`src/rtl/pipelined_carry_adder_pkg.sv`:
```
// Shared types and helpers for the chunked, pipelined add/subtract unit.
package pipelined_carry_adder_pkg;

    typedef enum logic {
        OP_ADD = 1'b0,
        OP_SUB = 1'b1
    } op_t;

    function automatic int num_chunks(input int width, input int chunk);
        return width / chunk;
    endfunction

endpackage

```
`src/rtl/adder_chunk_stage.sv`:
```
// One CHUNK_WIDTH slice of the pipelined adder: chunk sum, registered carry,
// valid bit and signed-overflow flag, all frozen while en is low.
module adder_chunk_stage
    import pipelined_carry_adder_pkg::*;
#(
    parameter int CHUNK_WIDTH = 8
) (
    input  logic                   clk,
    input  logic                   rst_n,
    input  logic                   en,
    input  logic                   valid_in,
    input  logic [CHUNK_WIDTH-1:0] a,
    input  logic [CHUNK_WIDTH-1:0] b,
    input  logic                   carry_in,
    output logic                   valid_q,
    output logic [CHUNK_WIDTH-1:0] sum_q,
    output logic                   carry_q,
    output logic                   ovf_q
);

    localparam int SUM_W = CHUNK_WIDTH + 1;

    logic [SUM_W-1:0] full;
    logic             carry_into_msb;

    always_comb begin
        full           = {1'b0, a} + {1'b0, b} + SUM_W'(carry_in);
        // sum bit = a ^ b ^ carry-in, so the carry into the top bit falls out directly
        carry_into_msb = a[CHUNK_WIDTH-1] ^ b[CHUNK_WIDTH-1] ^ full[CHUNK_WIDTH-1];
    end

    always_ff @(posedge clk or negedge rst_n) begin
        if (!rst_n) begin
            valid_q <= 1'b0;
            sum_q   <= '0;
            carry_q <= 1'b0;
            ovf_q   <= 1'b0;
        end else if (en) begin
            valid_q <= valid_in;
            sum_q   <= full[CHUNK_WIDTH-1:0];
            carry_q <= full[CHUNK_WIDTH];
            ovf_q   <= carry_into_msb ^ full[CHUNK_WIDTH];
        end
    end

endmodule

```
`src/rtl/pipelined_carry_adder.sv`:
```
// Pipelined add/subtract, one CHUNK_WIDTH slice per stage, valid/ready on both sides.
// Optional signed-overflow output is enabled by PIPELINED_CARRY_ADDER_OVERFLOW_EN.
module pipelined_carry_adder
    import pipelined_carry_adder_pkg::*;
#(
    parameter int WIDTH       = 32,
    parameter int CHUNK_WIDTH = 8
) (
    input  logic             clk,
    input  logic             rst_n,
    input  logic             inValid,
    output logic             inReady,
    input  logic [WIDTH-1:0] in1,
    input  logic [WIDTH-1:0] in2,
    input  logic             carryIn,
    input  op_t              op,
    output logic             outValid,
    input  logic             outReady,
    output logic [WIDTH-1:0] out,
    output logic             carryOut
`ifdef PIPELINED_CARRY_ADDER_OVERFLOW_EN
    ,
    output logic             overflow
`endif
);

    localparam int NUM_CHUNKS = num_chunks(WIDTH, CHUNK_WIDTH);

    if ((WIDTH % CHUNK_WIDTH) != 0) begin : g_width_check
        $error("pipelined_carry_adder: WIDTH must be a multiple of CHUNK_WIDTH");
    end

    logic                                    advance;
    logic [WIDTH-1:0]                        b_cap;
    // operand bits not yet consumed, shifted so chunk 0 feeds stage k
    logic [NUM_CHUNKS-1:0][WIDTH-1:0]        a_src;
    logic [NUM_CHUNKS-1:0][WIDTH-1:0]        b_src;
    // result chunks 0..k, aligned to the top of the word
    logic [NUM_CHUNKS-1:0][WIDTH-1:0]        part;
    logic [NUM_CHUNKS-1:0][CHUNK_WIDTH-1:0]  s_q;
    logic [NUM_CHUNKS-1:0]                   v_q;
    logic [NUM_CHUNKS-1:0]                   c_q;
    logic [NUM_CHUNKS-1:0]                   o_q;

    assign inReady = !(outValid && !outReady);
    assign advance = inReady;
    assign b_cap   = (op == OP_SUB) ? ~in2 : in2;

    for (genvar k = 0; k < NUM_CHUNKS; k++) begin : g_stage
        logic [CHUNK_WIDTH-1:0] a_chunk;
        logic [CHUNK_WIDTH-1:0] b_chunk;
        logic                   c_in;
        logic                   v_in;

        if (k == 0) begin : g_head
            assign a_src[0] = in1;
            assign b_src[0] = b_cap;
            assign c_in     = carryIn;
            assign v_in     = inValid;
            assign part[0]  = WIDTH'(s_q[0]) << (WIDTH - CHUNK_WIDTH);
        end else begin : g_body
            logic [WIDTH-1:0] low_q;

            always_ff @(posedge clk or negedge rst_n) begin
                if (!rst_n) begin
                    low_q <= '0;
                end else if (advance) begin
                    low_q <= part[k-1];
                end
            end

            assign c_in    = c_q[k-1];
            assign v_in    = v_q[k-1];
            assign part[k] = (low_q >> CHUNK_WIDTH) |
                             (WIDTH'(s_q[k]) << (WIDTH - CHUNK_WIDTH));
        end

        assign a_chunk = CHUNK_WIDTH'(a_src[k]);
        assign b_chunk = CHUNK_WIDTH'(b_src[k]);

        if (k < NUM_CHUNKS - 1) begin : g_fwd
            logic [WIDTH-1:0] a_q;
            logic [WIDTH-1:0] b_q;

            always_ff @(posedge clk or negedge rst_n) begin
                if (!rst_n) begin
                    a_q <= '0;
                    b_q <= '0;
                end else if (advance) begin
                    a_q <= a_src[k] >> CHUNK_WIDTH;
                    b_q <= b_src[k] >> CHUNK_WIDTH;
                end
            end

            assign a_src[k+1] = a_q;
            assign b_src[k+1] = b_q;
        end

        adder_chunk_stage #(
            .CHUNK_WIDTH (CHUNK_WIDTH)
        ) u_stage (
            .clk      (clk),
            .rst_n    (rst_n),
            .en       (advance),
            .valid_in (v_in),
            .a        (a_chunk),
            .b        (b_chunk),
            .carry_in (c_in),
            .valid_q  (v_q[k]),
            .sum_q    (s_q[k]),
            .carry_q  (c_q[k]),
            .ovf_q    (o_q[k])
        );
    end

    assign outValid = v_q[NUM_CHUNKS-1];
    assign out      = part[NUM_CHUNKS-1];
    assign carryOut = c_q[NUM_CHUNKS-1];

    // only the last stage's overflow flag and the low operand chunk of the last stage matter
    logic unused_bits;
    assign unused_bits = ^{o_q, a_src[NUM_CHUNKS-1], b_src[NUM_CHUNKS-1]};

`ifdef PIPELINED_CARRY_ADDER_OVERFLOW_EN
    assign overflow = o_q[NUM_CHUNKS-1];
`endif

endmodule

```
`config.mk`:
```
export PLATFORM = sky130hd
export DESIGN_NAME = pipelined_carry_adder
export DESIGN_NICKNAME = d
export VERILOG_FILES = /design/src/rtl/pipelined_carry_adder_pkg.sv /design/src/rtl/adder_chunk_stage.sv /design/src/rtl/pipelined_carry_adder.sv
export SDC_FILE = /design/constraint.sdc
export NUM_CORES = 1
export LEC_CHECK = 0
export CAP_MARGIN = 0
export CORE_ASPECT_RATIO = 0.7
export CORE_MARGIN = 2
export CORE_UTILIZATION = 39
export CTS_BUF_LIST = sky130_fd_sc_hd__clkbuf_8
export CTS_CLUSTER_DIAMETER = 30
export DETAILED_ROUTE_END_ITERATION = 8
export HOLD_SLACK_MARGIN = 0.1
export SLEW_MARGIN = 20
export SYNTH_ARGS = -nofsm -noshare
export SYNTH_HDL_FRONTEND = slang
export SYNTH_HIERARCHICAL = 1
export SYNTH_SLANG_ARGS = --single-unit
```
`constraint.sdc`:
```
create_clock -name clk -period 4.8 [get_ports clk]
set_clock_uncertainty 0.15 [all_clocks]
set_input_delay 0.96 -clock clk [delete_from_list [all_inputs] [get_ports clk]]
set_output_delay 0.96 -clock clk [all_outputs]
set_load 0.1 [all_outputs]
```
==> metrics.txt <==
status=finished, final reports clean; final-layout fill cell count=2038; DRT antenna net count=0; final WL=16500 µm; crit end category=register; # rows=46; Crit path top cell by count=fa_1; Reg-to-Reg Start=g_stage[0].g_fwd.a_q[0]; register area=4600 µm²; Clock Path Buffers=2; Die Span Y=132 µm; Mapped Cells=618; Fmax=305 MHz; Rel. slew slack=27.5%; commonest non-fill, non-tap cell in the layout=dfrtp_1; HP Class=register to register; root buffer cell=clkbuf_8; final hold violation count=0; CP startpoint=in2[0]; Crit path max-delay family=adder cells; min-delay src=g_stage[1].g_fwd.b_q[15]; Critical Path Fanout Max=3; RSZ-0062 raised after global routing=false; Max H-tree Level=4; die width=186 µm; initial DRC count=262; routed vias=4855; switching share of power=42.8%; routability congestion estimate=0.810; Mean Syn Cell Area=14.7 µm²; Setup Buffers After CTS=0; Detailed Place HPWL=11100 µm; Crit Path Category=primary input to register; Cell Chain, Critical Path=clkdlybuf4s50_1 -> xor2_1 -> fa_1 -> fa_1 -> a211oi_2 -> o21bai_1 -> a21oi_1 -> xnor2_1 -> mux2_2; Syn Std Cell Area=9060 µm²; Final TNS setup=0 ns; Multi-input gate area=3960 µm²; combinational power share=53.0%; worst hold slack=0.348 ns; routed vias/inst=4.76; DRT Pass-1 Iters=4; Lkg Pwr=0.00451 µW; Clock power frac=12.7%; max cap viols=0; CTS resizes=0; pwr/cell area=744 nW/µm²; core area=22700 µm²; initial antenna violation count=0; post-route setup slack=1.52 ns; Max stage delay on crit path=0.50 ns; Slew @ Worst Pin=1.09 ns; CTS Buf Count=17; setup slack after placement=1.08 ns; ANT cells=0; DR WL/cell=16.2 µm; largest net degree at the start of global routing=116; startpoint types=primary input; syn_nets=724; Final Max Tran Viols=0; GRT Total Usage=14.4%; drt drc=0; Reg power frac=34.3%; CTS tree=built; vias in the first global route=5156; CTS Sinks=184; Final Power=7770 µW; CP Data Required Time=5.00 ns; hold buffer count at CTS=0; die area=24500 µm²; I/O pin cnt=105; most frequent cells in the layout=dfrtp_1, clkdlybuf4s50_1, mux2_2; CP max-delay cell=fa_1; Data arrival, critical path=3.48 ns; layout cells sized above 1=32.1%; worst vdd ir=475 µV; port buffer count=104; WP buf/inv=1; fin nets=800; Power Internal=4450 µW; CTS clock-pin slew for the worst setup and hold paths=0.11 ns; fin util=45.9%; period utilisation layout=68.4%; grt total ovfl=0; synth warn=6; Final min period=3.28 ns; Syn-to-layout area delta=15.2%; first-pass GRT wire length=27600 µm; latest clock arrival within the worst-skew pair=0.47 ns; Switch Pwr=3320 µW; Starting Density=39.8%; setup violators final=0
-- worst paths after layout --
check / to / slack [ns] / cells after the start
max in group asynchronous: g_stage[3].g_body.low_q[31] / 2.97 / 2
setup / recovery: g_stage[0].u_stage/sum_q[6] / 1.52 / 9
hold reg to reg: g_stage[2].g_fwd.b_q[7] / 0.35 / 1
hold / removal: g_stage[2].g_fwd.b_q[7] / 0.35 / 1
min in group asynchronous: g_stage[3].u_stage/sum_q[2] / 0.44 / 1
setup reg to reg: g_stage[1].u_stage/sum_q[6] / 2.18 / 7
-- routing by layer --
metal	track usage [%]	vias up	part of all wire (%)
met5	0	-	0
met4	3.54	0	0.61
met3	4.38	6	4.5
met2	20.0	88	42
met1	21.7	2446	53
li1	-	2315	-
-- flip-flops by register name, summed over array words and instances (netlist names) --
| signal | cells |
|---|---|
| g_stage.u_stage/valid_q | 4 |
| g_stage.g_body.low_q | 48 |
| g_stage.g_fwd.a_q | 48 |
| g_stage.u_stage/sum_q | 32 |
| g_stage.u_stage/carry_q | 4 |
| g_stage.g_fwd.b_q | 48 |
-- cell type report --
cell class	instances	area share [%]
flip-flops and latches	184	44.1
well taps	312	3.74
repair buffers	109	10.5
clock buffers	17	2.24
clock inverters	15	1.25
multi-input cells	377	37.9
inverters	5	0.192
-- power groups by stage --
stage	clock network [µW]	logic, µW	registers (µW)
4_1_cts	1030	4140	2680
3_3_place_gp	0	4060	2680
3_5_place_dp	0	4120	2700
6_report	986	4110	2670
5_1_grt	1100	4420	2770
2_1_floorplan	0	3310	2860
-- per-stage QoR --
stage,area [µm²],std cells
3_5_place_dp,10100,987
5_1_grt,10400,1019
2_1_floorplan,9060,618
4_1_cts,10400,1019
6_report,10400,1019
3_3_place_gp,10100,987
Note: power is estimated with default switching activity, not from simulation.
